[src/rtl/fetch_unit.sv]
// -----------------------------------------------------------------------------
// fetch_unit -- instruction fetch stage with BOOT / RUN / HALT control.
//
// Keeps the program counter, drives it to a combinational instruction ROM and
// captures the returned word into a single if_* output register that the
// decode stage consumes with a valid/ready handshake. Taken branches/jumps
// (redirect) flush the output register and reload the PC. A halt request
// parks the unit without fetching until a redirect restarts it.
//
// Ports
//   i_clock            clock, all state updates on the rising edge
//   i_reset            asynchronous reset, active low
//   o_rom_addr         byte address to the instruction ROM (= current PC)
//   i_rom_data         instruction word for o_rom_addr, same cycle
//   i_redirect_valid   branch/jump taken this cycle
//   i_redirect_pc      branch/jump target byte address
//   i_halt_req         request to stop fetching
//   i_id_ready         decode stage accepts o_if_* this cycle
//   o_if_valid         o_if_inst / o_if_pc hold a valid fetched instruction
//   o_if_inst          fetched instruction
//   o_if_pc            byte address of o_if_inst
//   o_if_pc_plus4      o_if_pc + 4 (mod 2**32)
//   o_halted           FSM is in HALT
//   o_align_fault      sticky: a misaligned redirect target was seen
//   o_fetch_count      instructions fetched since reset (wraps)
// -----------------------------------------------------------------------------
module fetch_unit #(
   parameter logic [31:0] RESET_PC   = 32'h0000_0000,
   parameter int          ADDR_WIDTH = 8
) (
   input  logic        i_clock,
   input  logic        i_reset,
   output logic [31:0] o_rom_addr,
   input  logic [31:0] i_rom_data,
   input  logic        i_redirect_valid,
   input  logic [31:0] i_redirect_pc,
   input  logic        i_halt_req,
   input  logic        i_id_ready,
   output logic        o_if_valid,
   output logic [31:0] o_if_inst,
   output logic [31:0] o_if_pc,
   output logic [31:0] o_if_pc_plus4,
   output logic        o_halted,
   output logic        o_align_fault,
   output logic [31:0] o_fetch_count
);

   // The ROM size only matters to the ROM itself (the PC runs across the
   // whole 32-bit space); reject nonsensical widths at elaboration.
   if (ADDR_WIDTH < 1 || ADDR_WIDTH > 30) begin : g_bad_addr_width
      $error("fetch_unit: ADDR_WIDTH must be in 1..30");
   end

   typedef enum logic [1:0] {
      S_BOOT = 2'd0,
      S_RUN  = 2'd1,
      S_HALT = 2'd2
   } state_t;

   state_t      r_state;
   state_t      w_next_state;

   logic [31:0] r_pc;
   logic        r_if_valid;
   logic [31:0] r_if_inst;
   logic [31:0] r_if_pc;
   logic        r_align_fault;
   logic [31:0] r_fetch_count;

   logic        w_redirect;
   logic        w_fire;
   logic        w_drain;

   // ------------------------------------------------------------------------
   // Control decode
   // ------------------------------------------------------------------------
   // Redirects are dropped in BOOT; elsewhere they win over everything.
   assign w_redirect = i_redirect_valid && (r_state != S_BOOT);

   // A halt request suppresses the fetch in the cycle it is taken, so it is
   // folded into the fire condition alongside the redirect.
   assign w_fire = (r_state == S_RUN) && (!r_if_valid || i_id_ready) &&
                   !i_redirect_valid && !i_halt_req;

   // Decode consumed the held entry and nothing replaces it.
   assign w_drain = r_if_valid && i_id_ready && !w_fire;

   // ------------------------------------------------------------------------
   // FSM: state register + next-state logic
   // ------------------------------------------------------------------------
   always_ff @(posedge i_clock or negedge i_reset) begin
      if (!i_reset) begin
         r_state <= S_BOOT;
      end else begin
         // NOTE: sequential state always uses non-blocking assignment so every
         // register samples pre-edge values regardless of statement order.
         r_state <= w_next_state;
      end
   end

   always_comb begin
      // NOTE: default first so every path assigns the output; no latch.
      w_next_state = r_state;
      unique case (r_state)
         S_BOOT:  w_next_state = S_RUN;
         S_RUN: begin
            if (w_redirect) begin
               w_next_state = S_RUN;
            end else if (i_halt_req) begin
               w_next_state = S_HALT;
            end
         end
         S_HALT: begin
            if (w_redirect) begin
               w_next_state = S_RUN;
            end
         end
         default: w_next_state = S_BOOT;
      endcase
   end

   // ------------------------------------------------------------------------
   // Datapath: PC, output register, fault flag, fetch counter
   // ------------------------------------------------------------------------
   always_ff @(posedge i_clock or negedge i_reset) begin
      if (!i_reset) begin
         r_pc          <= RESET_PC;
         r_if_valid    <= 1'b0;
         r_if_inst     <= 32'h0;
         r_if_pc       <= 32'h0;
         r_align_fault <= 1'b0;
         r_fetch_count <= 32'h0;
      end else if (w_redirect) begin
         // Flush regardless of i_id_ready; the low address bits are dropped.
         r_pc       <= {i_redirect_pc[31:2], 2'b00};
         r_if_valid <= 1'b0;
         if (i_redirect_pc[1:0] != 2'b00) begin
            r_align_fault <= 1'b1;
         end
      end else if (w_fire) begin
         r_if_inst     <= i_rom_data;
         r_if_pc       <= r_pc;
         r_if_valid    <= 1'b1;
         r_pc          <= r_pc + 32'd4;
         r_fetch_count <= r_fetch_count + 32'd1;
      end else if (w_drain) begin
         r_if_valid <= 1'b0;
      end
      // Otherwise (stall, BOOT, idle HALT) everything holds.
   end

   // ------------------------------------------------------------------------
   // Outputs
   // ------------------------------------------------------------------------
   assign o_rom_addr    = r_pc;
   assign o_if_valid    = r_if_valid;
   assign o_if_inst     = r_if_inst;
   assign o_if_pc       = r_if_pc;
   assign o_if_pc_plus4 = r_if_pc + 32'd4;
   assign o_halted      = (r_state == S_HALT);
   assign o_align_fault = r_align_fault;
   assign o_fetch_count = r_fetch_count;

endmodule
[config.mk]
export PLATFORM = sky130hd
export DESIGN_NAME = fetch_unit
export DESIGN_NICKNAME = d
export VERILOG_FILES = /design/src/rtl/fetch_unit.sv
export SDC_FILE = /design/constraint.sdc
export NUM_CORES = 1
export LEC_CHECK = 0
export BUFFER_PORTS_ARGS = -buffer_cell sky130_fd_sc_hd__buf_4
export CAP_MARGIN = 15
export CELL_PAD_IN_SITES_DETAIL_PLACEMENT = 1
export CELL_PAD_IN_SITES_GLOBAL_PLACEMENT = 1
export CORE_AREA = 2 2 130 132
export DETAILED_ROUTE_END_ITERATION = 12
export DIE_AREA = 0 0 132 134
export PLACE_DENSITY = 0.89
export SLEW_MARGIN = 20
export SYNTH_ARGS = -nofsm -noshare
export SYNTH_HDL_FRONTEND = slang
export SYNTH_SLANG_ARGS = --single-unit
[constraint.sdc]
create_clock -name i_clock -period 6.2 [get_ports i_clock]
set_input_delay 0.31 -clock i_clock [delete_from_list [all_inputs] [get_ports i_clock]]
set_output_delay 0.31 -clock i_clock [all_outputs]
set_load 0.005 [all_outputs]
==> flow_results.org <==
** Worst setup path
- Critical Path Source :: o_if_pc[2]
- Worst setup path category :: reg2out
- On the worst path, the slowest cell contributes a delay of 0.72 ns.
- Critical path data required time :: 5.89 ns
- The slowest stage of the critical path belongs to the cell sky130_fd_sc_hd__nor4_1.
- CP max FO :: 6
- Family with the most delay on the worst path :: simple AND/OR/NAND/NOR gates
- Data on the critical path arrives at its endpoint at 2.84 ns.
- The critical path goes through ha_1, nand2_1, nor4_1, and2_1, nand3_1, xnor2_1, buf_4.
- STA classifies the critical path startpoint as a flop.
- The worst setup path is captured at a primary output.
- Together, buffers and inverters on the worst path number 1.
- In this run the critical register-to-register path is launched from r_state[1].

** Route
- Detailed-route DRC error count :: 0
- For this block, wires on met1 add up to 8820 um.
- Routed wire length per instance :: 18.7 um
- Detail-routed via count per cell :: 5.22
- After detailed routing, the met3 layer carries 1270 um of wire.
- Routed met2 length :: 10800 um
- For this run, the detailed router's first-pass iteration total came to 5.
- The final layout contains routed wiring with a total length of 21300 um.
- For this block, the via count after detailed routing is 5955.
- 1st-iter DRT viols :: 245
- Top routing layer used :: met4
- Number of nets still failing antenna checks after routing :: 0

** STA
- The worst path meets setup with 3.05 ns of slack.
- The count of final hold-check violations is 0.
- Worst slew pin tran :: 1.09 ns
- In the finished design, the share of the clock period the worst path needs comes to 0.508.
- Skew final :: 0.00776 ns
- Minimum period implied by the final worst setup slack :: 3.15 ns
- In this run the tightest slew margin relative to its limit is 0.269.
- Pins over their slew limit :: 0
- Achievable frequency :: 318 MHz
- Setup repair after global routing left no endpoint under its margin.
- # setup viols final :: 0
- Aggregate negative setup slack :: 0 ns

** Die
- For this configuration, the core starts out at a cell density of 0.385.
- Area of the die :: 17700 um^2
- Die height :: 134 um
- Width of the chip :: 132 um
- IO Count :: 232
- After floorplanning, the core was divided into 47 placement rows.
- Area of the core :: 16300 um^2

** GRT
- Leftover overflow at the end of global routing :: 0
- The first global-routing pass estimated 33900 um of wire.
- Entering global routing, the biggest net connects 90 pins.
- In the global route stage, overall resource usage came out at 0.242.
- The number of antenna violations at the first check in global routing came to 0.
- The number of global-route vias before repair came to 6251.

** Place
- Gp weighted congestion :: 0.827
- Placement Setup Slack :: 3.33 ns
- Cell Count Post-Placement :: 1110
- Post-DP HPWL :: 14900 um
- Port Buffer Count :: 225

** Logic synthesis
- Of the total synthesized cell area, the portion taken by AND, OR, NAND and NOR gates is 0.286.
- The portion of synthesized area spent on multiplexers is 0.00479.
- Yosys reg bits :: 128
- For this run, the number of Yosys warnings is 0.
- Synthesis produced 691 cells.
- Library cells used by synthesis :: 47
- The synthesized design contains 0 enable-type register cells.
- Most common flop cell mapped by yosys :: sky130_fd_sc_hd__dfrtp_1
- Fraction of the mapped netlist area in adder cells :: 0.00599
- By area, the combinational part of the netlist is dominated by simple AND/OR/NAND/NOR gates.
- Of the total synthesized cell area, the portion taken by XOR and XNOR cells is 0.0965.
- Proportion of synthesized flip-flops having asynchronous set or reset :: 1.00
- Of the synthesized area, sequential elements account for 0.511.
- After synthesis the cells add up to 6260 um^2.
- Per-instance average area after synthesis :: 9.06 um^2
- The synthesized-area fraction occupied by ao, oa, aoi and oai cells is 0.0631.

** Clock tree
- Clock buffer depth :: 2
- The clock net in this run drives a total of 128 sinks.
- TritonCTS clock tree :: yes
- After clock tree synthesis, the clock-pin slew on the worst setup and hold paths is 0.05 ns.
- Total clock buffers created by CTS :: 17
- The tree is rooted in a sky130_fd_sc_hd__clkbuf_16.
- Once the clock tree was built, the setup fixing pass inserted 0 buffers.
- Htree depth :: 4
- For the worst-skew pair, the clock arrives at the later sink with an insertion delay of 0.42 ns.

** Cells and area
- Antenna Diode Count :: 0
- In the final layout, the multi-input gates occupy 2900 um^2.
- Non-filler cells in the finished layout :: 1141
- Most frequent cells in the layout :: sky130_fd_sc_hd__nand2_1, sky130_fd_sc_hd__buf_4, sky130_fd_sc_hd__dfrtp_1
- Most common library cell in the layout ignoring fill and taps :: sky130_fd_sc_hd__nand2_1
- Net count, final :: 982
- Summing all flip-flop and latch instances after layout gives 3200 um^2.
- For this run, the share of the core covered by cells in the final layout is 0.538.
- Of the cells placed in the final design, the portion with a size suffix greater than 1 is 0.288.
- Area Growth Syn to Fin :: 40.0%
- # fillers :: 1948

** Power
- Leakage power :: 0.00436 uW
- Peak supply drop :: 0.199 mV
- Power spread over the standard cell area amounts to 364 nW/um^2.

** Hold path
- Path type of the worst min-delay path :: in2reg
- Start point of the worst min-delay path :: i_rom_data[28]

** Outcome
- Run status :: complete, no violations

** Flow run
- Max-capacitance violation count :: 0
## report_power, final
part,switching (uW),internal (uW)
sequential,251,1020
combinational,373,471
clock,358,722
## final cells by class
cell class | count | area share
flip-flops and latches | 128 | 0.365
multi-input cells | 525 | 0.330
repair buffers | 230 | 0.198
clock buffers | 25 | 0.0576
well taps | 220 | 0.0314
clock inverters | 5 | 0.0143
inverters | 8 | 0.00342
## final timing paths
kind | end | slack, ns | cells after the start
max reg2reg | o_fetch_count[13] | 3.31 | 5
min | o_if_inst[28] | 0.08 | 3
max in group asynchronous | o_fetch_count[5] | 4.38 | 3
min in group asynchronous | o_if_pc[14] | 0.42 | 2
min reg2reg | o_if_inst[23] | 0.47 | 2
max | o_if_pc_plus4[24] | 3.05 | 7
## synth_stat cells, types with 2 or more instances
cell type,count,area (um^2)
sky130_fd_sc_hd__nand4_1,29,181
sky130_fd_sc_hd__xor2_1,20,175
sky130_fd_sc_hd__nor4_1,5,31.3
sky130_fd_sc_hd__o21ai_0,22,110
sky130_fd_sc_hd__o311ai_0,7,61.3
sky130_fd_sc_hd__ha_1,3,37.5
sky130_fd_sc_hd__dfrtp_1,128,3200
sky130_fd_sc_hd__nand2b_1,3,18.8
sky130_fd_sc_hd__buf_2,10,50.1
sky130_fd_sc_hd__xnor2_1,49,429
sky130_fd_sc_hd__nand3_1,39,195
sky130_fd_sc_hd__o21bai_1,2,15.0
sky130_fd_sc_hd__a21oi_1,10,50.1
sky130_fd_sc_hd__and4_1,10,87.6
sky130_fd_sc_hd__or2_2,2,12.5
sky130_fd_sc_hd__a22oi_1,4,30.0
sky130_fd_sc_hd__buf_4,6,45.0
sky130_fd_sc_hd__a31oi_1,3,18.8
sky130_fd_sc_hd__a221o_1,6,60.1
sky130_fd_sc_hd__nor2b_1,3,18.8
sky130_fd_sc_hd__nor2_1,22,82.6
sky130_fd_sc_hd__or3_1,4,25.0
sky130_fd_sc_hd__nand2_1,231,867
sky130_fd_sc_hd__mux2i_1,3,30.0
sky130_fd_sc_hd__and3_1,13,81.3
sky130_fd_sc_hd__clkbuf_1,19,71.3
sky130_fd_sc_hd__and2_1,6,37.5
sky130_fd_sc_hd__nor3_1,5,25.0
sky130_fd_sc_hd__nor4_2,2,25.0
sky130_fd_sc_hd__inv_1,8,30.0
## kinds of logic after synthesis
kind of cell               count (synthesis)
xor gates and xnor gates                  69
adders and majority gates                  3
DFF                                      128
and+or+nand+nor                          383
other                                      1
AOI/OAI and AO/OA                         61
muxes                                      3
buffers and inverters                     43
## worst reg2reg max path, stage by stage (launching register included)
cell	delay, ns
sky130_fd_sc_hd__dfrtp_1	0.45
sky130_fd_sc_hd__nor4b_1	0.65
sky130_fd_sc_hd__nand2_4	0.67
sky130_fd_sc_hd__nor3_1	0.68
sky130_fd_sc_hd__nand4_1	0.18
sky130_fd_sc_hd__xnor2_1	0.15
## through the flow
| stage | power [uW] | hold slack, ns | area, um^2 |
|---|---|---|---|
| 2_1_floorplan | 1530 | 0.0144 | 6280 |
| 3_3_place_gp | 2060 | 0.299 | 8130 |
| 3_5_place_dp | 2120 | 0.306 | 8130 |
| 4_1_cts | 3220 | 0.0661 | 8770 |
| 5_1_grt | 3360 | 0.0735 | 8770 |
| 6_report | 3190 | 0.0785 | 8770 |
## what timing repair did
item / in CTS / in global routing
resized for setup: 0 / 0
hold buffers: 1 / 0
endpoints found under the hold margin: 54 / 0
## registers in the layout, indices dropped and copies added (netlist names)
| register | flops |
|---|---|
| o_if_pc | 30 |
| r_state | 2 |
| o_fetch_count | 32 |
| o_rom_addr | 30 |
| o_if_inst | 32 |
| o_if_valid | 1 |
| o_align_fault | 1 |
## metal layers
layer  vias up  global-route usage
met5         -                   0
met4         0              0.0906
met3        28              0.0650
met2       189               0.413
met1      2973               0.293
li1       2765                   -
No activity file was read; power rests on OpenSTA's default activity.
